--- config.mk ---
export PLATFORM = sky130hd
export DESIGN_NAME = id_stage_pipe_flat
export DESIGN_NICKNAME = d
export VERILOG_FILES = /design/src/rtl/id_stage_pipe_pkg.sv /design/src/rtl/id_stage_pipe_if.sv /design/src/rtl/id_stage_pipe_regfile.sv /design/src/rtl/id_stage_pipe.sv /design/src/flat_wrapper.sv
export SDC_FILE = /design/constraint.sdc
export NUM_CORES = 1
export LEC_CHECK = 0
export CORE_MARGIN = 10
export CORE_UTILIZATION = 40
export CTS_BUF_LIST = sky130_fd_sc_hd__clkbuf_8
export DETAILED_ROUTE_END_ITERATION = 8
export GPL_ROUTABILITY_DRIVEN = 0
export PLACE_DENSITY = 0.69
export SETUP_SLACK_MARGIN = 0.05
export SLEW_MARGIN = 20
export SYNTH_ARGS = -nofsm -noshare
export SYNTH_HDL_FRONTEND = slang
export SYNTH_HIERARCHICAL = 1
export SYNTH_SLANG_ARGS = --single-unit
export TNS_END_PERCENT = 50
--- constraint.sdc ---
create_clock -name i_clk -period 5.7 [get_ports i_clk]
set_clock_uncertainty 0.05 [all_clocks]
set_input_delay 1.14 -clock i_clk [delete_from_list [all_inputs] [get_ports i_clk]]
set_output_delay 1.14 -clock i_clk [all_outputs]
set_load 0.02 [all_outputs]
--- src/rtl/id_stage_pipe_pkg.sv ---
// Shared opcodes, instruction field helpers and decode payload for the ID stage.
package id_stage_pipe_pkg;

    localparam int unsigned OPC_W   = 4;
    localparam int unsigned ALUOP_W = 4;

    localparam logic [OPC_W-1:0] OP_LW   = 4'h8;
    localparam logic [OPC_W-1:0] OP_SW   = 4'h9;
    localparam logic [OPC_W-1:0] OP_ADDI = 4'hA;
    localparam logic [OPC_W-1:0] OP_BR   = 4'hB;
    localparam logic [OPC_W-1:0] OP_JR   = 4'hC;
    localparam logic [OPC_W-1:0] OP_HLT  = 4'hF;

    // Instruction layout, high to low: opcode | rd | rs | rt
    function automatic int unsigned f_instr_w(input int unsigned reg_aw);
        return OPC_W + 3 * reg_aw;
    endfunction

    function automatic int unsigned f_rd_lsb(input int unsigned reg_aw);
        return 2 * reg_aw;
    endfunction

    function automatic int unsigned f_rs_lsb(input int unsigned reg_aw);
        return reg_aw;
    endfunction

    typedef struct packed {
        logic [ALUOP_W-1:0] alu_op;
        logic               alu_src;
        logic               mem_rd;
        logic               mem_wr;
        logic               saw_br;
        logic               saw_j;
        logic               hlt;
        logic               rd1_en;
        logic               rd2_en;
        logic               wr_en;
    } ctrl_t;

    typedef enum logic [0:0] {
        ST_RUN    = 1'b0,
        ST_HALTED = 1'b1
    } halt_state_e;

endpackage

--- src/rtl/id_stage_pipe_if.sv ---
// Bus between IF/ID, writeback and EX as seen by the decode stage.
interface id_stage_pipe_if
    import id_stage_pipe_pkg::*;
#(
    parameter int unsigned DATA_W = 16,
    parameter int unsigned REG_AW = 4
);
    localparam int unsigned INSTR_W = f_instr_w(REG_AW);

    logic [INSTR_W-1:0] i_instr;
    logic               i_instrValid;
    logic               i_flush;
    logic               i_hlt;
    logic               i_Z;
    logic               i_wrEn;
    logic [REG_AW-1:0]  i_wrReg;
    logic [DATA_W-1:0]  i_wrData;

    logic               o_stall;
    logic               o_valid;
    logic [DATA_W-1:0]  o_port0;
    logic [DATA_W-1:0]  o_port1;
    logic [REG_AW-1:0]  o_rdReg1;
    logic [REG_AW-1:0]  o_rdReg2;
    logic [REG_AW-1:0]  o_wrReg;
    logic               o_rdReg1En;
    logic               o_rdReg2En;
    logic               o_wrRegEn;
    logic [ALUOP_W-1:0] o_aluOp;
    logic [REG_AW-1:0]  o_shAmt;
    logic               o_aluSrc;
    logic               o_memRd;
    logic               o_memWr;
    logic               o_mem2reg;
    logic               o_sawBr;
    logic               o_sawJ;
    logic               o_hlt;

    modport master (
        output i_instr, i_instrValid, i_flush, i_hlt, i_Z, i_wrEn, i_wrReg, i_wrData,
        input  o_stall, o_valid, o_port0, o_port1, o_rdReg1, o_rdReg2, o_wrReg,
               o_rdReg1En, o_rdReg2En, o_wrRegEn, o_aluOp, o_shAmt, o_aluSrc,
               o_memRd, o_memWr, o_mem2reg, o_sawBr, o_sawJ, o_hlt
    );

    modport slave (
        input  i_instr, i_instrValid, i_flush, i_hlt, i_Z, i_wrEn, i_wrReg, i_wrData,
        output o_stall, o_valid, o_port0, o_port1, o_rdReg1, o_rdReg2, o_wrReg,
               o_rdReg1En, o_rdReg2En, o_wrRegEn, o_aluOp, o_shAmt, o_aluSrc,
               o_memRd, o_memWr, o_mem2reg, o_sawBr, o_sawJ, o_hlt
    );

endinterface

--- src/rtl/id_stage_pipe_regfile.sv ---
// Two-read, one-write register file; R0 hardwired to zero, contents not reset.
// ID_WR_BYPASS_EN: a same-cycle write to a read address is forwarded to that port.
module id_regfile #(
    parameter int unsigned DATA_W = 16,
    parameter int unsigned REG_AW = 4
) (
    input  logic              i_clk,
    input  logic [REG_AW-1:0] i_rdAddr0,
    input  logic [REG_AW-1:0] i_rdAddr1,
    output logic [DATA_W-1:0] o_rdData0_c,
    output logic [DATA_W-1:0] o_rdData1_c,
    input  logic              i_wrEn,
    input  logic [REG_AW-1:0] i_wrAddr,
    input  logic [DATA_W-1:0] i_wrData
);

    localparam int unsigned DEPTH = 1 << REG_AW;

    logic [DATA_W-1:0] r_mem [DEPTH];
    logic              w_wr;

    assign w_wr = i_wrEn && (i_wrAddr != '0);

    always_ff @(posedge i_clk) begin
        if (w_wr) begin
            r_mem[i_wrAddr] <= i_wrData;
        end
    end

    always_comb begin
        o_rdData0_c = (i_rdAddr0 == '0) ? '0 : r_mem[i_rdAddr0];
        o_rdData1_c = (i_rdAddr1 == '0) ? '0 : r_mem[i_rdAddr1];
`ifdef ID_WR_BYPASS_EN
        if (w_wr && (i_wrAddr == i_rdAddr0)) o_rdData0_c = i_wrData;
        if (w_wr && (i_wrAddr == i_rdAddr1)) o_rdData1_c = i_wrData;
`endif
    end

endmodule

--- src/rtl/id_stage_pipe.sv ---
// Instruction decode stage: decode, operand read, load-use stall, flush, ID/EX register.
// ID_WR_BYPASS_EN selects write-through reads; otherwise a writeback/read clash stalls one cycle.
module id_stage_pipe
    import id_stage_pipe_pkg::*;
#(
    parameter int unsigned DATA_W = 16,
    parameter int unsigned REG_AW = 4
) (
    input  logic            i_clk,
    input  logic            i_nRst,
    id_stage_pipe_if.slave  id_bus
);

    localparam int unsigned INSTR_W = f_instr_w(REG_AW);
    localparam int unsigned RD_LSB  = f_rd_lsb(REG_AW);
    localparam int unsigned RS_LSB  = f_rs_lsb(REG_AW);

    logic [OPC_W-1:0]  w_opc;
    logic [REG_AW-1:0] w_rd;
    logic [REG_AW-1:0] w_rs;
    logic [REG_AW-1:0] w_rt;
    logic [REG_AW-1:0] w_src2;
    ctrl_t             w_ctrl;
    logic [DATA_W-1:0] w_rdData0;
    logic [DATA_W-1:0] w_rdData1;
    logic              w_live;
    logic              w_luHit;
    logic              w_wbHit;
    logic              w_stall_c;
    logic              w_bubble;
    logic              w_halted_c;

    halt_state_e       r_state;
    halt_state_e       w_stateNxt;

    logic              r_valid;
    ctrl_t             r_ctrl;
    logic [DATA_W-1:0] r_port0;
    logic [DATA_W-1:0] r_port1;
    logic [REG_AW-1:0] r_rdReg1;
    logic [REG_AW-1:0] r_rdReg2;
    logic [REG_AW-1:0] r_wrReg;
    logic [REG_AW-1:0] r_shAmt;

    assign w_opc  = id_bus.i_instr[INSTR_W-1 -: OPC_W];
    assign w_rd   = id_bus.i_instr[RD_LSB +: REG_AW];
    assign w_rs   = id_bus.i_instr[RS_LSB +: REG_AW];
    assign w_rt   = id_bus.i_instr[REG_AW-1:0];
    // Stores read their data register through the rd field
    assign w_src2 = (w_opc == OP_SW) ? w_rd : w_rt;

    // Opcode decode
    always_comb begin
        w_ctrl = '0;
        if (!w_opc[OPC_W-1]) begin
            w_ctrl.alu_op = w_opc;
            w_ctrl.rd1_en = 1'b1;
            w_ctrl.rd2_en = 1'b1;
            w_ctrl.wr_en  = 1'b1;
        end else begin
            case (w_opc)
                OP_LW: begin
                    w_ctrl.mem_rd  = 1'b1;
                    w_ctrl.alu_src = 1'b1;
                    w_ctrl.rd1_en  = 1'b1;
                    w_ctrl.wr_en   = 1'b1;
                end
                OP_SW: begin
                    w_ctrl.mem_wr  = 1'b1;
                    w_ctrl.alu_src = 1'b1;
                    w_ctrl.rd1_en  = 1'b1;
                    w_ctrl.rd2_en  = 1'b1;
                end
                OP_ADDI: begin
                    w_ctrl.alu_src = 1'b1;
                    w_ctrl.rd1_en  = 1'b1;
                    w_ctrl.wr_en   = 1'b1;
                end
                OP_BR:   w_ctrl.saw_br = id_bus.i_Z;
                OP_JR: begin
                    w_ctrl.saw_j  = 1'b1;
                    w_ctrl.rd1_en = 1'b1;
                end
                OP_HLT:  w_ctrl.hlt = 1'b1;
                default: w_ctrl = '0;
            endcase
        end
    end

    id_regfile #(
        .DATA_W (DATA_W),
        .REG_AW (REG_AW)
    ) u_regfile (
        .i_clk       (i_clk),
        .i_rdAddr0   (w_rs),
        .i_rdAddr1   (w_src2),
        .o_rdData0_c (w_rdData0),
        .o_rdData1_c (w_rdData1),
        .i_wrEn      (id_bus.i_wrEn),
        .i_wrAddr    (id_bus.i_wrReg),
        .i_wrData    (id_bus.i_wrData)
    );

    // Hazards only matter for an instruction that will actually be issued
    assign w_live  = id_bus.i_instrValid && !id_bus.i_flush;
    assign w_luHit = r_valid && r_ctrl.mem_rd && (r_wrReg != '0) &&
                     ((w_ctrl.rd1_en && (w_rs == r_wrReg)) ||
                      (w_ctrl.rd2_en && (w_src2 == r_wrReg)));
`ifdef ID_WR_BYPASS_EN
    assign w_wbHit = 1'b0;
`else
    assign w_wbHit = id_bus.i_wrEn && (id_bus.i_wrReg != '0) &&
                     ((w_ctrl.rd1_en && (w_rs == id_bus.i_wrReg)) ||
                      (w_ctrl.rd2_en && (w_src2 == id_bus.i_wrReg)));
`endif
    assign w_stall_c = w_live && (w_luHit || w_wbHit);

    // Halt tracking: once a valid HLT is visible, only bubbles issue until reset
    always_ff @(posedge i_clk or negedge i_nRst) begin
        if (!i_nRst) r_state <= ST_RUN;
        else         r_state <= w_stateNxt;
    end

    always_comb begin
        w_stateNxt = r_state;
        w_halted_c = 1'b0;
        case (r_state)
            ST_RUN: begin
                if (r_valid && r_ctrl.hlt) begin
                    w_stateNxt = ST_HALTED;
                    w_halted_c = 1'b1;
                end
            end
            ST_HALTED: w_halted_c = 1'b1;
            default:   w_stateNxt = ST_RUN;
        endcase
    end

    assign w_bubble = id_bus.i_flush || w_stall_c || !id_bus.i_instrValid || w_halted_c;

    // ID/EX pipeline register
    always_ff @(posedge i_clk or negedge i_nRst) begin
        if (!i_nRst) begin
            r_valid  <= 1'b0;
            r_ctrl   <= '0;
            r_port0  <= '0;
            r_port1  <= '0;
            r_rdReg1 <= '0;
            r_rdReg2 <= '0;
            r_wrReg  <= '0;
            r_shAmt  <= '0;
        end else if (!id_bus.i_hlt) begin
            if (w_bubble) begin
                r_valid  <= 1'b0;
                r_ctrl   <= '0;
                r_port0  <= '0;
                r_port1  <= '0;
                r_rdReg1 <= '0;
                r_rdReg2 <= '0;
                r_wrReg  <= '0;
                r_shAmt  <= '0;
            end else begin
                r_valid  <= 1'b1;
                r_ctrl   <= w_ctrl;
                r_port0  <= w_rdData0;
                r_port1  <= w_rdData1;
                r_rdReg1 <= w_rs;
                r_rdReg2 <= w_src2;
                r_wrReg  <= w_rd;
                r_shAmt  <= w_rt;
            end
        end
    end

    assign id_bus.o_stall    = w_stall_c;
    assign id_bus.o_valid    = r_valid;
    assign id_bus.o_port0    = r_port0;
    assign id_bus.o_port1    = r_port1;
    assign id_bus.o_rdReg1   = r_rdReg1;
    assign id_bus.o_rdReg2   = r_rdReg2;
    assign id_bus.o_wrReg    = r_wrReg;
    assign id_bus.o_rdReg1En = r_ctrl.rd1_en;
    assign id_bus.o_rdReg2En = r_ctrl.rd2_en;
    assign id_bus.o_wrRegEn  = r_ctrl.wr_en;
    assign id_bus.o_aluOp    = r_ctrl.alu_op;
    assign id_bus.o_shAmt    = r_shAmt;
    assign id_bus.o_aluSrc   = r_ctrl.alu_src;
    assign id_bus.o_memRd    = r_ctrl.mem_rd;
    assign id_bus.o_memWr    = r_ctrl.mem_wr;
    assign id_bus.o_mem2reg  = r_ctrl.mem_rd;
    assign id_bus.o_sawBr    = r_ctrl.saw_br;
    assign id_bus.o_sawJ     = r_ctrl.saw_j;
    assign id_bus.o_hlt      = r_ctrl.hlt;

endmodule

--- src/flat_wrapper.sv ---
// flat-port wrapper written by rule: the top's interface ports become plain ports
module id_stage_pipe_flat import id_stage_pipe_pkg::*;
#(
    parameter int unsigned DATA_W = 16,
    parameter int unsigned REG_AW = 4
)
  (i_clk, i_nRst, id_bus_i_instr, id_bus_i_instrValid, id_bus_i_flush, id_bus_i_hlt, id_bus_i_Z, id_bus_i_wrEn, id_bus_i_wrReg, id_bus_i_wrData, id_bus_o_stall, id_bus_o_valid, id_bus_o_port0, id_bus_o_port1, id_bus_o_rdReg1, id_bus_o_rdReg2, id_bus_o_wrReg, id_bus_o_rdReg1En, id_bus_o_rdReg2En, id_bus_o_wrRegEn, id_bus_o_aluOp, id_bus_o_shAmt, id_bus_o_aluSrc, id_bus_o_memRd, id_bus_o_memWr, id_bus_o_mem2reg, id_bus_o_sawBr, id_bus_o_sawJ, id_bus_o_hlt);
  id_stage_pipe_if #(.DATA_W(DATA_W), .REG_AW(REG_AW)) id_bus_i ();
  input  logic i_clk;
  input  logic i_nRst;
  input wire logic [$bits(id_bus_i.i_instr)-1:0] id_bus_i_instr;
  input wire logic [$bits(id_bus_i.i_instrValid)-1:0] id_bus_i_instrValid;
  input wire logic [$bits(id_bus_i.i_flush)-1:0] id_bus_i_flush;
  input wire logic [$bits(id_bus_i.i_hlt)-1:0] id_bus_i_hlt;
  input wire logic [$bits(id_bus_i.i_Z)-1:0] id_bus_i_Z;
  input wire logic [$bits(id_bus_i.i_wrEn)-1:0] id_bus_i_wrEn;
  input wire logic [$bits(id_bus_i.i_wrReg)-1:0] id_bus_i_wrReg;
  input wire logic [$bits(id_bus_i.i_wrData)-1:0] id_bus_i_wrData;
  output wire logic [$bits(id_bus_i.o_stall)-1:0] id_bus_o_stall;
  output wire logic [$bits(id_bus_i.o_valid)-1:0] id_bus_o_valid;
  output wire logic [$bits(id_bus_i.o_port0)-1:0] id_bus_o_port0;
  output wire logic [$bits(id_bus_i.o_port1)-1:0] id_bus_o_port1;
  output wire logic [$bits(id_bus_i.o_rdReg1)-1:0] id_bus_o_rdReg1;
  output wire logic [$bits(id_bus_i.o_rdReg2)-1:0] id_bus_o_rdReg2;
  output wire logic [$bits(id_bus_i.o_wrReg)-1:0] id_bus_o_wrReg;
  output wire logic [$bits(id_bus_i.o_rdReg1En)-1:0] id_bus_o_rdReg1En;
  output wire logic [$bits(id_bus_i.o_rdReg2En)-1:0] id_bus_o_rdReg2En;
  output wire logic [$bits(id_bus_i.o_wrRegEn)-1:0] id_bus_o_wrRegEn;
  output wire logic [$bits(id_bus_i.o_aluOp)-1:0] id_bus_o_aluOp;
  output wire logic [$bits(id_bus_i.o_shAmt)-1:0] id_bus_o_shAmt;
  output wire logic [$bits(id_bus_i.o_aluSrc)-1:0] id_bus_o_aluSrc;
  output wire logic [$bits(id_bus_i.o_memRd)-1:0] id_bus_o_memRd;
  output wire logic [$bits(id_bus_i.o_memWr)-1:0] id_bus_o_memWr;
  output wire logic [$bits(id_bus_i.o_mem2reg)-1:0] id_bus_o_mem2reg;
  output wire logic [$bits(id_bus_i.o_sawBr)-1:0] id_bus_o_sawBr;
  output wire logic [$bits(id_bus_i.o_sawJ)-1:0] id_bus_o_sawJ;
  output wire logic [$bits(id_bus_i.o_hlt)-1:0] id_bus_o_hlt;
  assign id_bus_i.i_instr = id_bus_i_instr;
  assign id_bus_i.i_instrValid = id_bus_i_instrValid;
  assign id_bus_i.i_flush = id_bus_i_flush;
  assign id_bus_i.i_hlt = id_bus_i_hlt;
  assign id_bus_i.i_Z = id_bus_i_Z;
  assign id_bus_i.i_wrEn = id_bus_i_wrEn;
  assign id_bus_i.i_wrReg = id_bus_i_wrReg;
  assign id_bus_i.i_wrData = id_bus_i_wrData;
  assign id_bus_o_stall = id_bus_i.o_stall;
  assign id_bus_o_valid = id_bus_i.o_valid;
  assign id_bus_o_port0 = id_bus_i.o_port0;
  assign id_bus_o_port1 = id_bus_i.o_port1;
  assign id_bus_o_rdReg1 = id_bus_i.o_rdReg1;
  assign id_bus_o_rdReg2 = id_bus_i.o_rdReg2;
  assign id_bus_o_wrReg = id_bus_i.o_wrReg;
  assign id_bus_o_rdReg1En = id_bus_i.o_rdReg1En;
  assign id_bus_o_rdReg2En = id_bus_i.o_rdReg2En;
  assign id_bus_o_wrRegEn = id_bus_i.o_wrRegEn;
  assign id_bus_o_aluOp = id_bus_i.o_aluOp;
  assign id_bus_o_shAmt = id_bus_i.o_shAmt;
  assign id_bus_o_aluSrc = id_bus_i.o_aluSrc;
  assign id_bus_o_memRd = id_bus_i.o_memRd;
  assign id_bus_o_memWr = id_bus_i.o_memWr;
  assign id_bus_o_mem2reg = id_bus_i.o_mem2reg;
  assign id_bus_o_sawBr = id_bus_i.o_sawBr;
  assign id_bus_o_sawJ = id_bus_i.o_sawJ;
  assign id_bus_o_hlt = id_bus_i.o_hlt;
  id_stage_pipe #(.DATA_W(DATA_W), .REG_AW(REG_AW)) u_core (.i_clk(i_clk), .i_nRst(i_nRst), .id_bus(id_bus_i));
endmodule
==> results of run 1 <==
## synth_stat cells (all sizes together), types with 2 or more instances
cell / instances
edfxtp: 240
mux2i: 78
mux4: 69
dfrtp: 62
a22o: 53
buf: 45
mux2: 34
a221oi: 30
a21oi: 29
clkbuf: 22
nor2: 22
a221o: 14
o221a: 14
a22oi: 13
nand2: 13
xnor2: 10
inv: 9
o21ai: 8
a32o: 7
nor2b: 7
nor3: 7
nand2b: 6
a211oi: 3
and2: 3
or3b: 3
a21o: 2
nand3: 2
nand3b: 2
nand4: 2
nor3b: 2
o41ai: 2
## flip-flops by register name, summed over array words and instances, names as in the netlist
name / count
u_core/id_bus.o_aluSrc: 1
u_core/id_bus.o_memWr: 1
u_core/id_bus.o_hlt: 1
u_core/id_bus.o_rdReg1: 4
u_core/id_bus.o_sawBr: 1
u_core/id_bus.o_sawJ: 1
u_core/id_bus.o_wrRegEn: 1
u_core/u_regfile/r_mem: 240
u_core/id_bus.o_aluOp: 3
u_core/id_bus.o_port1: 16
u_core/id_bus.o_rdReg2En: 1
u_core/id_bus.o_shAmt: 4
u_core/r_state: 1
u_core/id_bus.o_rdReg1En: 1
u_core/id_bus.o_mem2reg: 1
u_core/id_bus.o_valid: 1
u_core/id_bus.o_wrReg: 4
u_core/id_bus.o_rdReg2: 4
u_core/id_bus.o_port0: 16
## power breakdown
group / internal, mW / switching [mW]
clock: 0.932 / 0.855
combinational: 0.254 / 0.313
sequential: 2.45 / 0.0390
## how the worst max path moves through the flow
stage,endpoint,slack (ns),cells past startpoint
after floorplan,id_bus_o_stall,1.80,6
after global placement,id_bus_o_stall,0.60,8
after detailed placement,id_bus_o_stall,0.57,8
after CTS,id_bus_o_stall,0.56,8
after global routing,id_bus_o_stall,0.41,8
final,id_bus_o_stall,0.54,8
## area by class of cell
type	instances	area, um^2	share of cell area [%]
Clock buffer	55	757	4.62
Clock inverter	35	179	1.09
Inverter	9	33.8	0.206
Multi-Input combinational cell	450	4810	29.3
Sequential cell	302	8760	53.4
Tap cell	455	569	3.47
Timing Repair Buffer	137	1290	7.85
## metal layers
metal	track usage (%)	wire length (um)
met1	23.7	15800
met2	27.5	17200
met3	3.73	3810
met4	5.72	984
met5	0	0
## cells by family after synthesis
logic type / Yosys count / share of synthesized area [%]
AND/OR/NAND/NOR: 76 / 2.94
other: 1 / 0.0268
AO/OA/AOI/OAI: 182 / 11.1
flip-flops: 302 / 62.7
buffers and inverters: 76 / 3.21
XOR/XNOR: 10 / 0.627
multiplexers: 181 / 19.5
==> summary.md, run 1 <==
| Metric | Value |
|---|---|
| Status | `complete, no violations` |
| Max_slew headroom | `21.1%` |
| #FFs+latches synth | `302` |
| Hold depth | `1` |
| Synth warnings | `6` |
| CP Class | `input pin to output port` |
| Final hold viol count | `0` |
| Fin area | `16400 um^2` |
| Synth top area share | `51.6%` |
| First-pass GRT wire length | `56000 um` |
| Synth area leaders | `edfxtp_1 52%, mux4_2 11%, dfrtp_1 11%, mux2i_1 5.6%, a22o_1 3.3%` |
| RSZ-0062 raised after global routing | `no` |
| Ports | `107` |
| Async set-or-reset flop fraction in the synthesized netlist | `20.5%` |
| Slowest CP cell | `clkdlybuf4s50_1` |
| Routed WL per cell | `26.2 um` |
| Arr. time, crit path | `3.97 ns` |
| I/O Buffers | `105` |
| Final Cycle Share | `90.5%` |
| Post-CTS Hold Fix Bufs | `0` |
| Critical path buffers and inverters | `2` |
| Syn nets | `871` |
| Row cnt | `68` |
| Max-slew violations | `0` |
| DR DRC count | `0` |
| Clock Sink Count | `302` |
| CP cell instances | `clkdlybuf4s50_1 > and4bb_4 > mux2i_1 > a2bb2o_4 > a211oi_4 > nor3_1 > nor2_1 > clkdlybuf4s50_1` |
| Post-CTS Setup Bufs | `0` |
| Critical Path RT | `4.51 ns` |
| FMAX | `194 MHz` |
| Worst r2r dst | `u_core/id_bus.o_aluOp[1]` |
| Reg2reg start | `u_core/id_bus.o_wrReg[0]` |
| 1st-pass router iterations | `5` |
| CTS Buffer Depth | `3` |
| Hold Startpoint | `u_core/r_state` |
| Core footprint | `34500 um^2` |
| Yosys cell types | `55` |
| Worst-Margin Slew | `1.18 ns` |
| Hold endpoint | `u_core/r_state` |
| Clk slew on worst S/H paths | `0.06 ns` |
| Number of synthesized flops with an enable pin | `240` |
| Post-Syn Area per Cell | `16.9 um^2` |
| Pre-CTS setup slack | `0.571 ns` |
| Final #Nets | `992` |
| Peak VDD IR | `0.183 mV` |
| DR vias/cell | `6.03` |
| CP max FO | `12` |
| Root buf cell | `clkbuf_8` |
| Final Non-Filler Cells | `1443` |
| Setup TNS | `0 ns` |
| Post-DRT Antenna Nets | `0` |
| Most frequent cells in the layout | `240 x edfxtp_1, 101 x clkdlybuf4s50_1, 78 x mux2i_1, 69 x mux4_2, 62 x dfrtp_1` |
| CP delay by family, top | `buffers and inverters` |
| Worst-Skew Late Latency | `0.60 ns` |
| DIE AREA | `42800 um^2` |
| Num CTS Buffers | `49` |
| Die height | `207 um` |
| Crit end category | `output port` |
| Final WS setup | `0.540 ns` |
| Worst hold path class | `flop to flop` |
| Most common cell after layout, fill and taps aside | `edfxtp_1` |
| CP startpoint | `id_bus_i_instr[14]` |
| Most common cell on crit path | `clkdlybuf4s50_1` |
| Synth Instances | `828` |
| R2R Setup Slk | `3.23 ns` |
| Initial antenna violation count | `0` |
| Power Dens Cells | `295 nW/um^2` |
| Initial Utilization | `40.4%` |
| GRT Resource Usage Total | `17.5%` |
| HPWL Detailed | `22500 um` |
| Leak pwr | `5.84 nW` |
| Ant. Diodes | `0` |
| Vias in the first global route | `8896` |
| Dpl cells | `1353` |
| Min Tclk post-route | `5.16 ns` |
| Critical Path Source Type | `input pin` |
| Synth Flop Type | `edfxtp_1` |
| Layout cell share with drive strength beyond 1 | `24.2%` |
| Worst R2R Path Depth | `7` |
| GRT Residual Overflow | `0` |
| Post-CTS sizing | `0` |
| DR vias | `8696` |
| Htree depth | `2` |
| FILL cells | `2982` |
| Final setup viols | `0` |
| Synth-to-layout area growth | `17.4%` |
| Sequential fraction of the synthesis area | `62.7%` |
| Fin Hold WS | `0.434 ns` |
| Final core utilization | `47.5%` |
| Iter 0 DRT Violations | `788` |
| DP Area | `15500 um^2` |
| Max_cap viols | `0` |
| Crit-path max cell delay | `0.62 ns` |
| Final total power | `4.84 mW` |
| Final WL | `37800 um` |
| Die X | `207 um` |
| Post-Synthesis Cell Area | `14000 um^2` |
| Area leader, netlist | `edfxtp_1` |
| Largest net degree at the start of global routing | `64` |
| CTS tree | `done` |
No activity file was read; power rests on OpenSTA's default activity.
==> run 2, diff against run 1 <==
- CAP_MARGIN: default -> 20
==> summary.md, run 2 (same netlist as run 1, synthesis figures left out) <==
| Metric | Value |
|---|---|
| Switch share | `24.7% (-0.25 points)` |
| Vias in the first global route | `8851 (-0.51%)` |
| Setup TNS | `0 ns (unchanged)` |
| Crit-path max cell delay | `0.62 ns (about the same)` |
| Final Non-Filler Cells | `1443 (unchanged)` |
| Htree depth | `2 (unchanged)` |
| Die height | `207 um (unchanged)` |
| Peak VDD IR | `0.199 mV (+9.1%)` |
| Initial Utilization | `40.4% (unchanged)` |
| Max FFs per register | `240 (unchanged)` |
| Max_cap viols | `0 (unchanged)` |
| CTS tree | `done` |
| Post-CTS Setup Bufs | `0 (unchanged)` |
| Clock Sink Count | `302 (unchanged)` |
| Clk slew on worst S/H paths | `0.06 ns (about the same)` |
| DR vias | `8676 (-0.23%)` |
| Ant. Diodes | `0 (unchanged)` |
| Most common cell on crit path | `clkdlybuf4s50_1` |
| Final setup viols | `0 (unchanged)` |
| Ports | `107 (unchanged)` |
| Slowest CP cell | `clkdlybuf4s50_1` |
| Worst-Margin Slew | `1.17 ns (-0.0112 ns)` |
| 1st-pass router iterations | `7 (+2)` |
| Combinational power share | `11.9% (+0.2 points)` |
| Layout cell share with drive strength beyond 1 | `24.0% (-0.20 points)` |
| Largest net degree at the start of global routing | `64 (unchanged)` |
| Leak pwr | `5.81 nW (-0.38%)` |
| I/O Buffers | `105 (unchanged)` |
| Clock power share | `35.6% (-1.3 points)` |
| Final WL | `37900 um (about the same)` |
| Final #Nets | `993 (+0.10%)` |
| Most common cell after layout, fill and taps aside | `edfxtp_1` |
| GRT Resource Usage Total | `17.5% (about the same)` |
| GRT Residual Overflow | `0 (unchanged)` |
| Num CTS Buffers | `49 (unchanged)` |
| Status | `complete, no violations` |
| Synth-to-layout area growth | `17.1%` |
| FILL cells | `2966 (-0.54%)` |
| Post-CTS Hold Fix Bufs | `0 (unchanged)` |
| Met1 wire length | `15900 um (+0.82%)` |
| Max-slew violations | `0 (unchanged)` |
| CP delay by family, top | `buffers and inverters` |
| Worst hold path class | `flop to flop` |
| Post-DRT Antenna Nets | `0 (unchanged)` |
| FMAX | `195 MHz (+0.39%)` |
| Routed WL per cell | `26.2 um (about the same)` |
| DR vias/cell | `6.01 (-0.23%)` |
| Worst-Skew Late Latency | `0.56 ns (-0.04 ns)` |
| Critical Path Source Type | `input pin` |
| CTS Buffer Depth | `3 (unchanged)` |
| Min Tclk post-route | `5.14 ns (-0.0198 ns)` |
| RSZ-0062 raised after global routing | `no` |
| CP cell instances | `clkdlybuf4s50_1 > and4bb_4 > mux2i_1 > a2bb2o_4 > a211oi_4 > nor3_1 > nor2_1 > clkdlybuf4s50_1` |
| HPWL Detailed | `22600 um (+0.47%)` |
| Core footprint | `34500 um^2 (unchanged)` |
| Most frequent cells in the layout | `240 x edfxtp_1, 101 x clkdlybuf4s50_1, 78 x mux2i_1, 69 x mux4_2, 62 x dfrtp_1` |
| Max_slew headroom | `21.9% (+0.75 points)` |
| Row cnt | `68 (unchanged)` |
| Power share of the sequential group | `52.5% (+1.1 points)` |
| First-pass GRT wire length | `56000 um (about the same)` |
| Crit end category | `output port` |
| Critical path buffers and inverters | `2 (unchanged)` |
| Final Cycle Share | `90.2% (-0.35 points)` |
| Initial antenna violation count | `0 (unchanged)` |
| Critical Path RT | `4.51 ns (about the same)` |
| Met2 wire length | `17300 um (+0.30%)` |
| Top routing layer in use | `met4` |
| CP Class | `input pin to output port` |
| Top reg by flops | `u_core/u_regfile/r_mem` |
| NetSw | `1.17 mW (-3.0%)` |
| Root buf cell | `clkbuf_8` |
| Met3 wire length | `3730 um (-2.2%)` |
| Die X | `207 um (unchanged)` |
| DIE AREA | `42800 um^2 (unchanged)` |
| Dpl cells | `1354 (+0.074%)` |
| Iter 0 DRT Violations | `882 (+12%)` |
| Final hold viol count | `0 (unchanged)` |
| Power Dens Cells | `290 nW/um^2 (-1.9%)` |
| Arr. time, crit path | `3.95 ns (-0.02 ns)` |
| CP max FO | `12 (unchanged)` |
| Cell Int Power | `3.57 mW (-1.7%)` |
| DR DRC count | `0 (unchanged)` |
| Post-CTS sizing | `0 (unchanged)` |
-- run 2: cell count changes in the layout (fill, tap and decap cells not counted), sizes merged --
cell | previous run | this run
buf | 36 | 37
bufinv | 1 | 0
clkbuf | 55 | 54
clkinvlp | 0 | 2
inv | 33 | 32
-- run 2: final timing paths --
check	from	end	slack [ns]	cells past startpoint
max in group asynchronous	i_nRst	u_core/id_bus.o_port0[9]	4.07	2
max	id_bus_i_instr[14]	id_bus_o_stall	0.56	8
min reg2reg	u_core/r_state	u_core/r_state	0.43	1
min	u_core/r_state	u_core/r_state	0.43	1
min in group asynchronous	i_nRst	u_core/id_bus.o_sawBr	0.48	1
max reg2reg	u_core/id_bus.o_wrReg[0]	u_core/id_bus.o_port0[9]	3.21	7
-- run 2: routing by layer --
metal	vias to the layer above	global-route usage [%]
met5	-	0
met4	0	4.68
met3	67	3.14
met2	451	27.7
met1	4456	24.4
li1	3702	-
-- run 2: worst register-to-register path, delay by kind of cell (launching register included) --
kind,cells,cell delay [ns]
and+or+nand+nor,3,0.85
AOI/OAI and AO/OA,3,0.59
DFF,1,0.46
buffers and inverters,1,0.46
-- run 2: power by group through the flow --
stage               registers (mW)  logic [mW]  clock network (mW)
floorplan                     2.55       0.311                   0
global placement              2.53       0.556                   0
detailed placement            2.53       0.565                   0
CTS                           2.49       0.567                1.73
global route                  2.49       0.601                1.84
finish                        2.49       0.567                1.69
-- run 2: cell type report --
class / instances / area [um^2] / share of cell area, %
timing repair buffer: 138 / 1300 / 7.93
clock inverter: 35 / 150 / 0.918
sequential: 302 / 8760 / 53.5
multi-input combinational: 450 / 4810 / 29.4
tap: 455 / 569 / 3.48
inverter: 9 / 33.8 / 0.206
clock buffer: 54 / 743 / 4.54
-- run 2: metrics by stage --
step	instance area, um^2	setup WS (ns)	power, mW	utilization, %	hold slack (ns)
floorplan	14000	1.80	2.87	-	0.394
global route	16400	0.432	4.94	47.4	0.470
global placement	15500	0.598	3.09	44.8	0.416
CTS	16400	0.567	4.78	47.4	0.434
finish	16400	0.559	4.74	47.4	0.433
detailed placement	15500	0.571	3.10	44.8	0.419
